File: config.mk
export PLATFORM = sky130hd
export DESIGN_NAME = dnn_result_readout
export DESIGN_NICKNAME = d
export VERILOG_FILES = /design/src/rtl/dnn_result_readout.sv
export SDC_FILE = /design/constraint.sdc
export NUM_CORES = 1
export LEC_CHECK = 0
export CORE_UTILIZATION = 52
export CTS_BUF_LIST = sky130_fd_sc_hd__clkbuf_16
export DETAILED_ROUTE_END_ITERATION = 8
export DONT_BUFFER_PORTS = 1
export GPL_TIMING_DRIVEN = 0
export PLACE_DENSITY = 0.65
export SLEW_MARGIN = 40
export SYNTH_ARGS = -nofsm -noshare
export SYNTH_HDL_FRONTEND = slang
export SYNTH_SLANG_ARGS = --single-unit
File: constraint.sdc
create_clock -name clk -period 3.91 [get_ports clk]
set_clock_uncertainty 0.15 [all_clocks]
set_input_delay 0.5865 -clock clk [delete_from_list [all_inputs] [get_ports clk]]
set_output_delay 0.5865 -clock clk [all_outputs]
set_load 0.05 [all_outputs]
File: src/rtl/dnn_result_readout.sv
// Result capture and argmax stage behind the DNN engine: snapshots the class scores on the rising
// edge of done, scans them sequentially for the winner, and serves registered indexed reads.
module dnn_result_readout #(
  parameter int unsigned DATA_WIDTH = 5,
  parameter int unsigned NUM_OUT    = 10,
  parameter int unsigned IDX_WIDTH  = 4
) (
  input  logic                                clk,
  input  logic                                rst,
  input  logic                                dnn_done,
  input  logic [NUM_OUT-1:0][DATA_WIDTH-1:0]  dnn_out,
  input  logic                                rd_en,
  input  logic [IDX_WIDTH-1:0]                rd_idx,
  output logic [DATA_WIDTH-1:0]               rd_data,
  output logic                                rd_valid,
  output logic                                rd_err,
  output logic                                busy,
  output logic                                class_valid,
  output logic [IDX_WIDTH-1:0]                class_idx,
  output logic [DATA_WIDTH-1:0]               class_val
);

  localparam logic [IDX_WIDTH-1:0] LastIdx   = IDX_WIDTH'(NUM_OUT - 1);
  localparam logic [IDX_WIDTH-1:0] CntOne    = IDX_WIDTH'(1);
  localparam logic [IDX_WIDTH:0]   NumOutExt = (IDX_WIDTH + 1)'(NUM_OUT);

  typedef enum logic [1:0] {StIdle, StScan, StDone} state_e;

  state_e                             r_state;
  state_e                             w_state_d;
  logic                               r_done_q;
  logic [NUM_OUT-1:0][DATA_WIDTH-1:0] r_bank;
  logic [IDX_WIDTH-1:0]               r_cnt;
  logic [DATA_WIDTH-1:0]              r_best_val;
  logic [IDX_WIDTH-1:0]               r_best_idx;
  logic                               r_class_valid;
  logic [IDX_WIDTH-1:0]               r_class_idx;
  logic [DATA_WIDTH-1:0]              r_class_val;
  logic [DATA_WIDTH-1:0]              r_rd_data;
  logic                               r_rd_valid;
  logic                               r_rd_err;

  logic                               w_capture;
  logic                               w_last;
  logic [DATA_WIDTH-1:0]              w_scan_val;
  logic                               w_take;
  logic [DATA_WIDTH-1:0]              w_best_val_nx;
  logic [IDX_WIDTH-1:0]               w_best_idx_nx;
  logic                               w_rd_in_range;
  logic [DATA_WIDTH-1:0]              w_rd_sel;

  assign w_capture = dnn_done & ~r_done_q;
  assign w_last    = (r_cnt == LastIdx);

  always_comb begin
    w_state_d = r_state;
    if (w_capture) begin
      w_state_d = StScan;
    end else begin
      case (r_state)
        StScan:  if (w_last) w_state_d = StDone;
        default: w_state_d = r_state;
      endcase
    end
  end

  always_ff @(posedge clk) begin
    if (!rst) begin
      r_state <= StIdle;
    end else begin
      r_state <= w_state_d;
    end
  end

  always_comb begin
    w_scan_val = '0;
    for (int i = 0; i < NUM_OUT; i++) begin
      if (r_cnt == IDX_WIDTH'(i)) w_scan_val = r_bank[i];
    end
  end

  // Strictly greater keeps the lowest index on ties.
  assign w_take        = $signed(w_scan_val) > $signed(r_best_val);
  assign w_best_val_nx = w_take ? w_scan_val : r_best_val;
  assign w_best_idx_nx = w_take ? r_cnt : r_best_idx;

  always_ff @(posedge clk) begin
    if (!rst) begin
      r_done_q      <= 1'b0;
      r_bank        <= '0;
      r_cnt         <= '0;
      r_best_val    <= '0;
      r_best_idx    <= '0;
      r_class_valid <= 1'b0;
      r_class_idx   <= '0;
      r_class_val   <= '0;
    end else begin
      r_done_q <= dnn_done;
      if (w_capture) begin
        r_bank        <= dnn_out;
        r_best_val    <= dnn_out[0];
        r_best_idx    <= '0;
        r_cnt         <= CntOne;
        r_class_valid <= 1'b0;
      end else if (r_state == StScan) begin
        r_best_val <= w_best_val_nx;
        r_best_idx <= w_best_idx_nx;
        r_cnt      <= r_cnt + CntOne;
        if (w_last) begin
          r_class_valid <= 1'b1;
          r_class_idx   <= w_best_idx_nx;
          r_class_val   <= w_best_val_nx;
        end
      end
    end
  end

  assign w_rd_in_range = ({1'b0, rd_idx} < NumOutExt);

  always_comb begin
    w_rd_sel = '0;
    for (int i = 0; i < NUM_OUT; i++) begin
      if (rd_idx == IDX_WIDTH'(i)) w_rd_sel = r_bank[i];
    end
  end

  // Reads see the bank before any capture landing on the same edge.
  always_ff @(posedge clk) begin
    if (!rst) begin
      r_rd_data  <= '0;
      r_rd_valid <= 1'b0;
      r_rd_err   <= 1'b0;
    end else begin
      r_rd_valid <= rd_en;
      if (rd_en) begin
        if (w_rd_in_range) begin
          r_rd_data <= w_rd_sel;
          r_rd_err  <= 1'b0;
        end else begin
          r_rd_data <= '0;
          r_rd_err  <= 1'b1;
        end
      end
    end
  end

  assign rd_data     = r_rd_data;
  assign rd_valid    = r_rd_valid;
  assign rd_err      = r_rd_err;
  assign busy        = (r_state == StScan);
  assign class_valid = r_class_valid;
  assign class_idx   = r_class_idx;
  assign class_val   = r_class_val;

endmodule

==> metrics.csv, run 1 <==
stage;metric;value;unit
setup_path;timing.rr.start;r_cnt[0];
setup_path;r2r-end;r_best_val[1];
clock_tree;cts_hold_buf;0;
worst_hold_path;min_path_type;input pin to flop;
sta;post-route-period-util;93.4;%
clock_tree;ctsHtreeMaxLevel;3;
placement;io_buffers;0;
sta;period_needed;3650;ps
sta;setup_viol;0;
detailed_routing;drt_wl_total;13500;um
clock_tree;cts_made_buffers;9;
status;status;finished, final reports clean;
clock_tree;root_buffer;clkbuf_16;
global_routing;grt_antenna_before_repair;0;
yosys;ys_ff_latch;82;
cells_and_area;seq_area;0.00164;mm2
placement;placed_cell_area;0.00449;mm2
sta;fmax;0.274;GHz
yosys;async_flop_share;0;%
flow_run;maxCapViolCount;0;
power;powerDensity;439;mW/mm2
setup_path;crit_required;4030;ps
cells_and_area;multi_input_area;0.00246;mm2
setup_path;reg2reg_depth;18;
detailed_routing;vias;4187;
yosys;synth_edf_count;0;
power;power.leakage;1.77;nW
cells_and_area;final_common_cell;nand2_1;
sta;final-hold-violation-count;0;
yosys;synth_area;0.00436;mm2
yosys;avgSynthCellArea;7.61;um2
sta;fin_hold_ws;211;ps
global_routing;grt_pass1_vias;3831;
setup_path;startpoint_type;flop;
cells_and_area;diodes;0;
floorplanning;initial_core_util;53.4;%
yosys;synthFlopType;dfxtp_1;
worst_hold_path;min_path_cells;1;
setup_path;crit_fanout;10;
setup_path;reg2reg_slack;260;ps
sta;slew_headroom;58.3;%
floorplanning;die-area;0.00876;mm2
detailed_routing;wl_per_cell;19.3;um
clock_tree;insertion_delay;340;ps
global_routing;grt-ovfl-total;0;
floorplanning;die-height;93.6;um
yosys;syn_inst;573;
floorplanning;core_area;0.00818;mm2
cells_and_area;fin_util;58.9;%
yosys;ys_seq_area_share;37.6;%
cells_and_area;fillers;799;
clock_tree;clk_path_buf_depth;2;
cells_and_area;syn2layout_area_growth;10.3;%
placement;pre_cts_slack;98.3;ps
power;ir_worst_vdd;0.277;mV
setup_path;path_class;flop to flop;
floorplanning;rows;33;
sta;setup_ws;259;ps
yosys;yosys.cell_types.count;67;
cells_and_area;drive_gt1_share;10.8;%
clock_tree;clock_sinks;82;
cells_and_area;final_area;0.00481;mm2
setup_path;crit_arrival;3770;ps
sta;slew_violations;0;
floorplanning;io_pins;76;
global_routing;grt_pass1_wl;21000;um
detailed_routing;drc;0;
cells_and_area;layout_common_cells;155 x nand2_1, 80 x dfxtp_1, 75 x a21oi_1;
placement;gp_congestion;0.968;
sta;worst_pin_slew;626;ps
cells_and_area;nets;653;
worst_hold_path;hold_end;r_done_q;
yosys;syn_nets;640;
detailed_routing;drtPass1Iterations;5;
worst_hold_path;hold_start;dnn_done;
global_routing;grt_use_total;32.1;%
clock_tree;clk_pin_slew;60;ps
yosys;yosys_warnings;0;
detailed_routing;drtIter0Drc;300;
placement;dp.final_hpwl;10100;um
setup_path;endpoint_kind;flop;
global_routing;grt_max_degree;16;
clock_tree;cts_tree;yes;
detailed_routing;routed_via_density;6.02;
floorplanning;die_w;93.6;um
detailed_routing;drtAntennaViolNets;0;
==> critical path, cell delays in order, from the launching register on <==
cell       delay, ps
dfxtp_2          380
inv_1             90
ha_1             190
buf_2            180
buf_2            210
a211oi_1         220
o21ai_1          100
o2111ai_1        120
a21oi_1          150
o22ai_2          200
inv_1             70
ha_1             300
o21ai_1          180
a21oi_2           70
o31ai_2          280
buf_4            200
nor2_4            60
or3_1            310
o211ai_1          90
==> power by group <==
part / internal (mW) / switching [mW]
logic: 0.143 / 0.239
registers: 0.875 / 0.0467
clock network: 0.434 / 0.372
==> timing repair <==
action | CTS | global route
setup endpoints to repair | 0 | 18
buffers inserted | 0 | 2
resized for setup | 0 | 7
==> how the worst max path moves through the flow <==
stage	start	end	slack [ps]	depth (start not counted)
2_1_floorplan	r_cnt[0]	r_best_val[1]	730	18
3_3_place_gp	r_cnt[0]	r_best_val[2]	80	18
3_5_place_dp	r_cnt[0]	r_best_val[2]	100	18
4_1_cts	r_cnt[0]	r_best_val[2]	30	18
5_1_grt	r_cnt[0]	r_best_val[2]	-20	18
6_report	r_cnt[0]	r_best_val[1]	260	18
==> flip-flops by register name, indices dropped and copies added, names as in the netlist <==
register     cells
r_bank          50
class_val        5
r_best_val       5
rd_data          5
class_idx        4
r_best_idx       4
r_cnt            4
class_valid      1
r_done_q         1
r_state          1
rd_err           1
rd_valid         1
==> Yosys cell counts, drive strengths merged (4+ instances only) <==
cell type | number | share of area, %
a21o | 5 | 0.86
a21oi | 77 | 8.9
a31oi | 6 | 1.2
and2b | 4 | 0.72
buf | 27 | 3.8
clkbuf | 12 | 1.1
dfxtp | 82 | 38
ha | 9 | 2.6
inv | 19 | 1.6
mux2i | 7 | 1.6
mux4 | 4 | 2.2
nand2 | 158 | 14
nand2b | 9 | 1.3
nand3 | 10 | 1.3
nand4 | 4 | 0.57
nor2 | 23 | 2.1
nor2b | 8 | 1.1
nor3 | 7 | 0.80
o211ai | 6 | 1.1
o21ai | 39 | 4.6
o22ai | 5 | 0.72
or3 | 5 | 0.83
==> final cells by class <==
class,instances,share of cell area [%]
clock buffer,9,4.68
tap,105,2.73
clock inverter,7,1.09
timing repair buffer,2,0.312
inverter,19,1.48
sequential,82,34.2
multi-input combinational,433,51.1
buffer,39,4.47
==> kinds of logic (layout without fill, tap and decap cells) <==
logic type | Yosys count | after routing | share of synthesized area, %
AOI/OAI and AO/OA | 166 | 166 | 23.3
xor gates and xnor gates | 3 | 3 | 0.603
adders and majority gates | 9 | 9 | 2.58
buffers and inverters | 58 | 76 | 6.57
DFF | 82 | 82 | 37.6
muxes | 13 | 13 | 4.27
and+or+nand+nor | 242 | 242 | 25.0
==> metrics by stage <==
stage	std cells	setup TNS [ps]	power, mW
after floorplan	573	0	1.19
after global placement	678	0	1.28
after detailed placement	678	0	1.29
after CTS	694	0	2.08
after global routing	696	-29.7	2.19
final	696	0	2.11
==> metal layers <==
metal	wire length, um	track usage, %	vias up	part of all wire (%)
met5	0	0	-	0
li1	-	-	2011	-
met1	6020	43.5	1965	45
met2	5960	50.4	182	44
met3	1180	7.56	29	8.8
met4	297	10.0	0	2.2
Power figures use the tool's default switching activity.
==> inputs of run 2 (changes only) <==
--- a/config.mk
+++ b/config.mk
@@ -10,7 +10,9 @@
 export DETAILED_ROUTE_END_ITERATION = 8
 export DONT_BUFFER_PORTS = 1
 export GPL_TIMING_DRIVEN = 0
+export HOLD_SLACK_MARGIN = 0.1
 export PLACE_DENSITY = 0.65
+export RECOVER_POWER = 50
 export SLEW_MARGIN = 40
 export SYNTH_ARGS = -nofsm -noshare
 export SYNTH_HDL_FRONTEND = slang
==> run 2 against run 1 <==
Effect of this change: wire length is 0.36% lower; highest routed layer unchanged; fmax hardly changed; clock power hardly changed; cell count stayed put; design area is 0.26% lower; register-to-register slack hardly changed; global-route usage stayed put; worst hold slack worse by 1.1 ps; largest cell class unchanged; critical path type unchanged; clock-buffer cell count stayed put; setup slack worse by 2.0 ps.
==> metrics.csv, run 2 (same netlist as run 1, synthesis figures left out) <==
stage;metric;value;unit;change
sta;fmax;0.274;GHz;about the same
clock_tree;clk_pin_slew;60;ps;about the same
detailed_routing;wl_per_cell;19.3;um;-0.36%
clock_tree;root_buffer;clkbuf_16;;
cells_and_area;layout_common_cells;155 x nand2_1, 80 x dfxtp_1, 75 x a21oi_1;;
global_routing;grt_max_degree;16;;unchanged
clock_tree;clk_path_buf_depth;2;;unchanged
floorplanning;die-height;93.6;um;unchanged
cells_and_area;largest_reg_flops;50;;unchanged
floorplanning;initial_core_util;53.4;%;unchanged
setup_path;reg2reg_slack;260;ps;about the same
setup_path;startpoint_type;flop;;
cells_and_area;nets;653;;unchanged
worst_hold_path;min_path_type;input pin to flop;;
floorplanning;core_area;0.00818;mm2;unchanged
worst_hold_path;min_path_cells;1;;unchanged
global_routing;grt_pass1_wl;21000;um;unchanged
clock_tree;cts_tree;yes;;
sta;post-route-period-util;93.4;%;about the same
setup_path;endpoint_kind;flop;;
global_routing;grt_pass1_vias;3831;;unchanged
sta;fin_hold_ws;210;ps;-1.15 ps
power;ir_worst_vdd;0.276;mV;about the same
sta;setup_viol;0;;unchanged
clock_tree;cts_made_buffers;9;;unchanged
sta;slew_headroom;57.9;%;-0.38 points
clock_tree;ctsHtreeMaxLevel;3;;unchanged
cells_and_area;diodes;0;;unchanged
cells_and_area;fillers;801;;+0.25%
clock_tree;clock_sinks;82;;unchanged
power;power.leakage;1.76;nW;-0.65%
floorplanning;die-area;0.00876;mm2;unchanged
placement;dp.final_hpwl;10100;um;unchanged
setup_path;path_class;flop to flop;;
placement;placed_cell_area;0.00449;mm2;unchanged
detailed_routing;drtPass1Iterations;5;;unchanged
cells_and_area;final_common_cell;nand2_1;;
placement;io_buffers;0;;unchanged
detailed_routing;drtIter0Drc;276;;-8.0%
flow_run;maxCapViolCount;0;;unchanged
sta;tns;0;ps;unchanged
setup_path;crit_fanout;10;;unchanged
floorplanning;rows;33;;unchanged
power;powerDensity;439;mW/mm2;+0.16%
global_routing;grt_antenna_before_repair;0;;unchanged
cells_and_area;syn2layout_area_growth;10.0;%;
placement;gp_congestion;0.968;;unchanged
sta;worst_pin_slew;631;ps;+5.66 ps
global_routing;grt-ovfl-total;0;;unchanged
detailed_routing;drtAntennaViolNets;0;;unchanged
power;fin_total_pwr;2.11;mW;about the same
cells_and_area;fin_util;58.7;%;-0.15 points
setup_path;crit_arrival;3770;ps;about the same
cells_and_area;max_flop_register;r_bank;;
cells_and_area;drive_gt1_share;10.5;%;-0.34 points
detailed_routing;vias;4140;;-1.1%
sta;slew_violations;0;;unchanged
floorplanning;die_w;93.6;um;unchanged
clock_tree;insertion_delay;350;ps;about the same
detailed_routing;drc;0;;unchanged
sta;final-hold-violation-count;0;;unchanged
cells_and_area;final_area;0.00480;mm2;-0.26%
setup_path;crit_required;4030;ps;about the same
global_routing;grt_use_total;32.1;%;unchanged
clock_tree;cts_hold_buf;0;;unchanged
floorplanning;io_pins;76;;unchanged
status;status;finished, final reports clean;;
sta;period_needed;3650;ps;+1.95 ps
detailed_routing;drt_wl_total;13400;um;-0.36%
detailed_routing;routed_via_density;5.95;;-1.1%
setup_path;reg2reg_depth;18;;unchanged
[run 2: worst paths after layout]
check	startpoint	endpoint
hold / removal	dnn_done	r_done_q
setup / recovery	r_cnt[0]	r_best_val[1]
hold reg to reg	r_best_idx[3]	r_best_idx[3]
setup reg to reg	r_cnt[0]	r_best_val[1]
[run 2: per-layer routing]
metal  share of wire [%]  track usage, %  vias up
li1                    -               -     2011
met1                  45            43.5     1929
met2                  44            50.4      175
met3                 8.6            7.56       25
met5                   0               0        -
met4                 2.3            10.0        0
[run 2: where the power goes]
part / internal, mW / switching [mW]
combinational: 0.142 / 0.238
clock: 0.434 / 0.373
sequential: 0.875 / 0.0466
[run 2: stage by stage]
| stage | setup WS [ps] | instances |
|---|---|---|
| 2_1_floorplan | 727 | 573 |
| 4_1_cts | 34.2 | 694 |
| 6_report | 257 | 696 |
| 3_5_place_dp | 98.3 | 678 |
| 3_3_place_gp | 84.2 | 678 |
| 5_1_grt | -24.6 | 696 |
[run 2: repair_timing]
item / in CTS / in global routing
hold endpoints to repair: 0 / 0
resized for setup: 0 / 7
buffers inserted: 0 / 2
endpoints found under the setup margin: 0 / 18
[run 2: worst max-delay path, cell delays in order (launching register included)]
cell,delay (ps)
dfxtp_2,380
inv_1,100
ha_1,200
buf_2,180
buf_2,210
a211oi_1,220
o21ai_1,100
o2111ai_1,120
a21oi_1,150
o22ai_2,200
inv_1,70
ha_1,300
o21ai_1,180
a21oi_2,70
o31ai_2,280
buf_4,200
nor2_4,60
or3_1,310
o211ai_1,90
[run 2: final cells by class]
class                           instances  area, um2  share of cell area (%)
Multi-Input combinational cell        433       2450                    51.1
Inverter                               19       71.3                    1.49
Clock inverter                          7       52.6                    1.09
Buffer                                 39        208                    4.33
Clock buffer                            9        225                    4.69
Timing Repair Buffer                    2       15.0                   0.313
Tap cell                              105        131                    2.74
Sequential cell                        82       1640                    34.3
==> inputs of run 3 (changes only) <==
--- a/config.mk
+++ b/config.mk
@@ -11,7 +11,7 @@
 export DONT_BUFFER_PORTS = 1
 export GPL_TIMING_DRIVEN = 0
 export HOLD_SLACK_MARGIN = 0.1
-export PLACE_DENSITY = 0.65
+export PLACE_DENSITY = 0.68
 export RECOVER_POWER = 50
 export SLEW_MARGIN = 40
 export SYNTH_ARGS = -nofsm -noshare
==> constraint.sdc (replaced) <==
create_clock -name clk -period 3.3 [get_ports clk]
set_clock_uncertainty 0.15 [all_clocks]
set_input_delay 0.495 -clock clk [delete_from_list [all_inputs] [get_ports clk]]
set_output_delay 0.495 -clock clk [all_outputs]
set_load 0.05 [all_outputs]
==> run 3 against run 2 <==
Effect of this change: combinational power increased by 34%; non-clock buffer count increased by 5; cell count increased by 0.57%; clock-buffer cell count unchanged; first-iteration DRC count increased by 24%; sequential share of layout area decreased by 1.4 points; clock power increased by 12%; die area unchanged; register-to-register slack got worse by 160 ps; largest power group unchanged.
==> metrics.csv, run 3 (same netlist as run 1, synthesis figures left out) <==
stage;metric;value;unit;change
status;status;finished, final reports clean;;
power;ir_worst_vdd;0.238;mV;-14%
cells_and_area;fillers;788;;-1.6%
cells_and_area;largest_reg_flops;50;;unchanged
sta;period_needed;3200;ps;-453 ps
clock_tree;ctsHtreeMaxLevel;3;;unchanged
global_routing;grt_pass1_vias;3923;;+2.4%
global_routing;grt_max_degree;14;;-2
placement;placed_cell_area;0.00449;mm2;unchanged
setup_path;cpLargestDelayFamily;compound AO/OA/AOI/OAI gates;;
power;fin_total_pwr;2.51;mW;+19%
detailed_routing;drtIter0Drc;342;;+24%
cells_and_area;seq_area;0.00165;mm2;+0.30%
floorplanning;core_area;0.00818;mm2;unchanged
detailed_routing;drt_wl_total;13400;um;-0.19%
clock_tree;cts_hold_buf;0;;unchanged
flow_run;maxCapViolCount;0;;unchanged
setup_path;crit_arrival;3320;ps;-450 ps
cells_and_area;multi_input_area;0.00259;mm2;+5.5%
floorplanning;die-height;93.6;um;unchanged
cells_and_area;diodes;0;;unchanged
placement;pre_cts_slack;-507;ps;-606 ps
cells_and_area;drive_gt1_share;14.8;%;+4.3 points
clock_tree;clk_path_buf_depth;2;;unchanged
placement;io_buffers;0;;unchanged
detailed_routing;wl_per_cell;19.1;um;-0.76%
setup_path;crit_buf_inv;3;;-2
placement;dp.final_hpwl;9800;um;-3.1%
worst_hold_path;min_path_type;input pin to flop;;
cells_and_area;final_area;0.00501;mm2;+4.4%
floorplanning;die-area;0.00876;mm2;unchanged
placement;gp_congestion;0.940;;-2.9%
power;power.leakage;1.82;nW;+3.6%
sta;final-hold-violation-count;0;;unchanged
setup_path;crit_required;3420;ps;-610 ps
setup_path;max_stage_delay;410;ps;+30 ps
clock_tree;cts_tree;yes;;
setup_path;critPathSlowestCell;dfxtp_4;;
global_routing;grt-ovfl-total;0;;unchanged
sta;worst_pin_slew;648;ps;+16.4 ps
clock_tree;clock_sinks;82;;unchanged
global_routing;grt_antenna_before_repair;0;;unchanged
sta;setup_ws;99.6;ps;-157 ps
cells_and_area;layout_common_cells;155 x nand2_1, 80 x dfxtp_1, 73 x a21oi_1;;
floorplanning;initial_core_util;53.4;%;unchanged
detailed_routing;drc;0;;unchanged
sta;fmax;0.312;GHz;+14%
detailed_routing;routed_via_density;5.97;;+0.39%
cells_and_area;syn2layout_area_growth;14.9;%;
cells_and_area;max_flop_register;r_bank;;
clock_tree;clk_pin_slew;60;ps;about the same
setup_path;path_cells;inv_4 > ha_1 > buf_6 > a21o_1 > a221o_1 > a31oi_4 > nor2_1 > ha_1 > nand4_1 > a21o_1 > o31ai_2 > buf_4 > nor2_4 > or3_1 > o211ai_1;;
sta;post-route-period-util;97.0;%;+3.5 points
floorplanning;die_w;93.6;um;unchanged
sta;slew_violations;0;;unchanged
clock_tree;insertion_delay;340;ps;about the same
setup_path;endpoint_kind;flop;;
floorplanning;rows;33;;unchanged
global_routing;grt_use_total;31.0;%;-1.1 points
floorplanning;io_pins;76;;unchanged
detailed_routing;drtPass1Iterations;5;;unchanged
setup_path;crit_fanout;9;;-1
global_routing;grt_pass1_wl;20400;um;-2.7%
cells_and_area;final_common_cell;nand2_1;;
sta;tns;0;ps;unchanged
sta;setup_viol;0;;unchanged
setup_path;path_class;flop to flop;;
clock_tree;cts_made_buffers;9;;unchanged
power;powerDensity;500;mW/mm2;+14%
setup_path;startpoint_type;flop;;
clock_tree;root_buffer;clkbuf_16;;
sta;slew_headroom;56.8;%;-1.1 points
detailed_routing;drtAntennaViolNets;0;;unchanged
detailed_routing;vias;4180;;+0.97%
cells_and_area;nets;658;;+0.77%
[run 3: changes by cell type in the layout (fill, tap and decap cells not counted), moves of 3 or more]
cell and change:
buf_2 -7, o21ai_0 -6, buf_6 +4, o21ai_2 +4, ha_1 -5, buf_4 +6
inv_1 -3, ha_4 +5, inv_2 +4
[run 3: cell type report]
class | instances | share of cell area (%)
multi-input cells | 433 | 51.6
flip-flops and latches | 82 | 32.9
plain buffers | 38 | 4.87
clock buffers | 9 | 4.49
well taps | 105 | 2.62
inverters | 19 | 1.47
repair buffers | 8 | 1.27
clock inverters | 6 | 0.749
[run 3: per-layer routing]
layer	global-route usage (%)	vias up	share of wire, %
li1	-	2023	-
met5	0	-	0
met2	49.8	182	46
met1	41.2	1950	43
met3	6.02	25	8.6
met4	11.3	0	1.9
[run 3: stage by stage]
step / utilization (%) / std cells / hold slack [ps]
after global placement: 55.0 / 678 / 292
after detailed placement: 55.0 / 678 / 298
after CTS: 59.5 / 695 / 123
after floorplan: - / 573 / 286
after global routing: 61.3 / 700 / 119
final: 61.3 / 700 / 120
[run 3: report_power, final]
group / switching [mW] / internal [mW] / leakage, nW
sequential: 0.0569 / 1.04 / 0.672
combinational: 0.305 / 0.203 / 1.01
clock: 0.404 / 0.501 / 0.134
total: 0.766 / 1.74 / 1.82
[run 3: what timing repair did]
action | 4_1_cts | 5_1_grt
setup endpoints to repair | 18 | 18
gates resized for setup | 26 | 33
setup buffers | 3 | 5
pin swaps | 10 | 12
[run 3: path summary, 6_finish.rpt]
kind,endpoint,depth (start not counted),from,slack [ps]
worst max-delay path,r_best_val[2],15,r_cnt[0],100
worst min-delay path,rd_data[0],1,rst,120
worst max register to register,r_best_val[2],15,r_cnt[0],100
worst min register to register,r_best_idx[2],2,r_best_idx[2],300
[run 3: worst register-to-register path, stage by stage, from the launching register on]
cell      delay, ps
dfxtp_4         410
inv_4            60
ha_1            200
buf_6           140
a21o_1          170
a221o_1         370
a31oi_4         240
nor2_1           80
ha_1            290
nand4_1          90
a21o_1          200
o31ai_2          70
buf_4           180
nor2_4           60
or3_1           320
o211ai_1         90
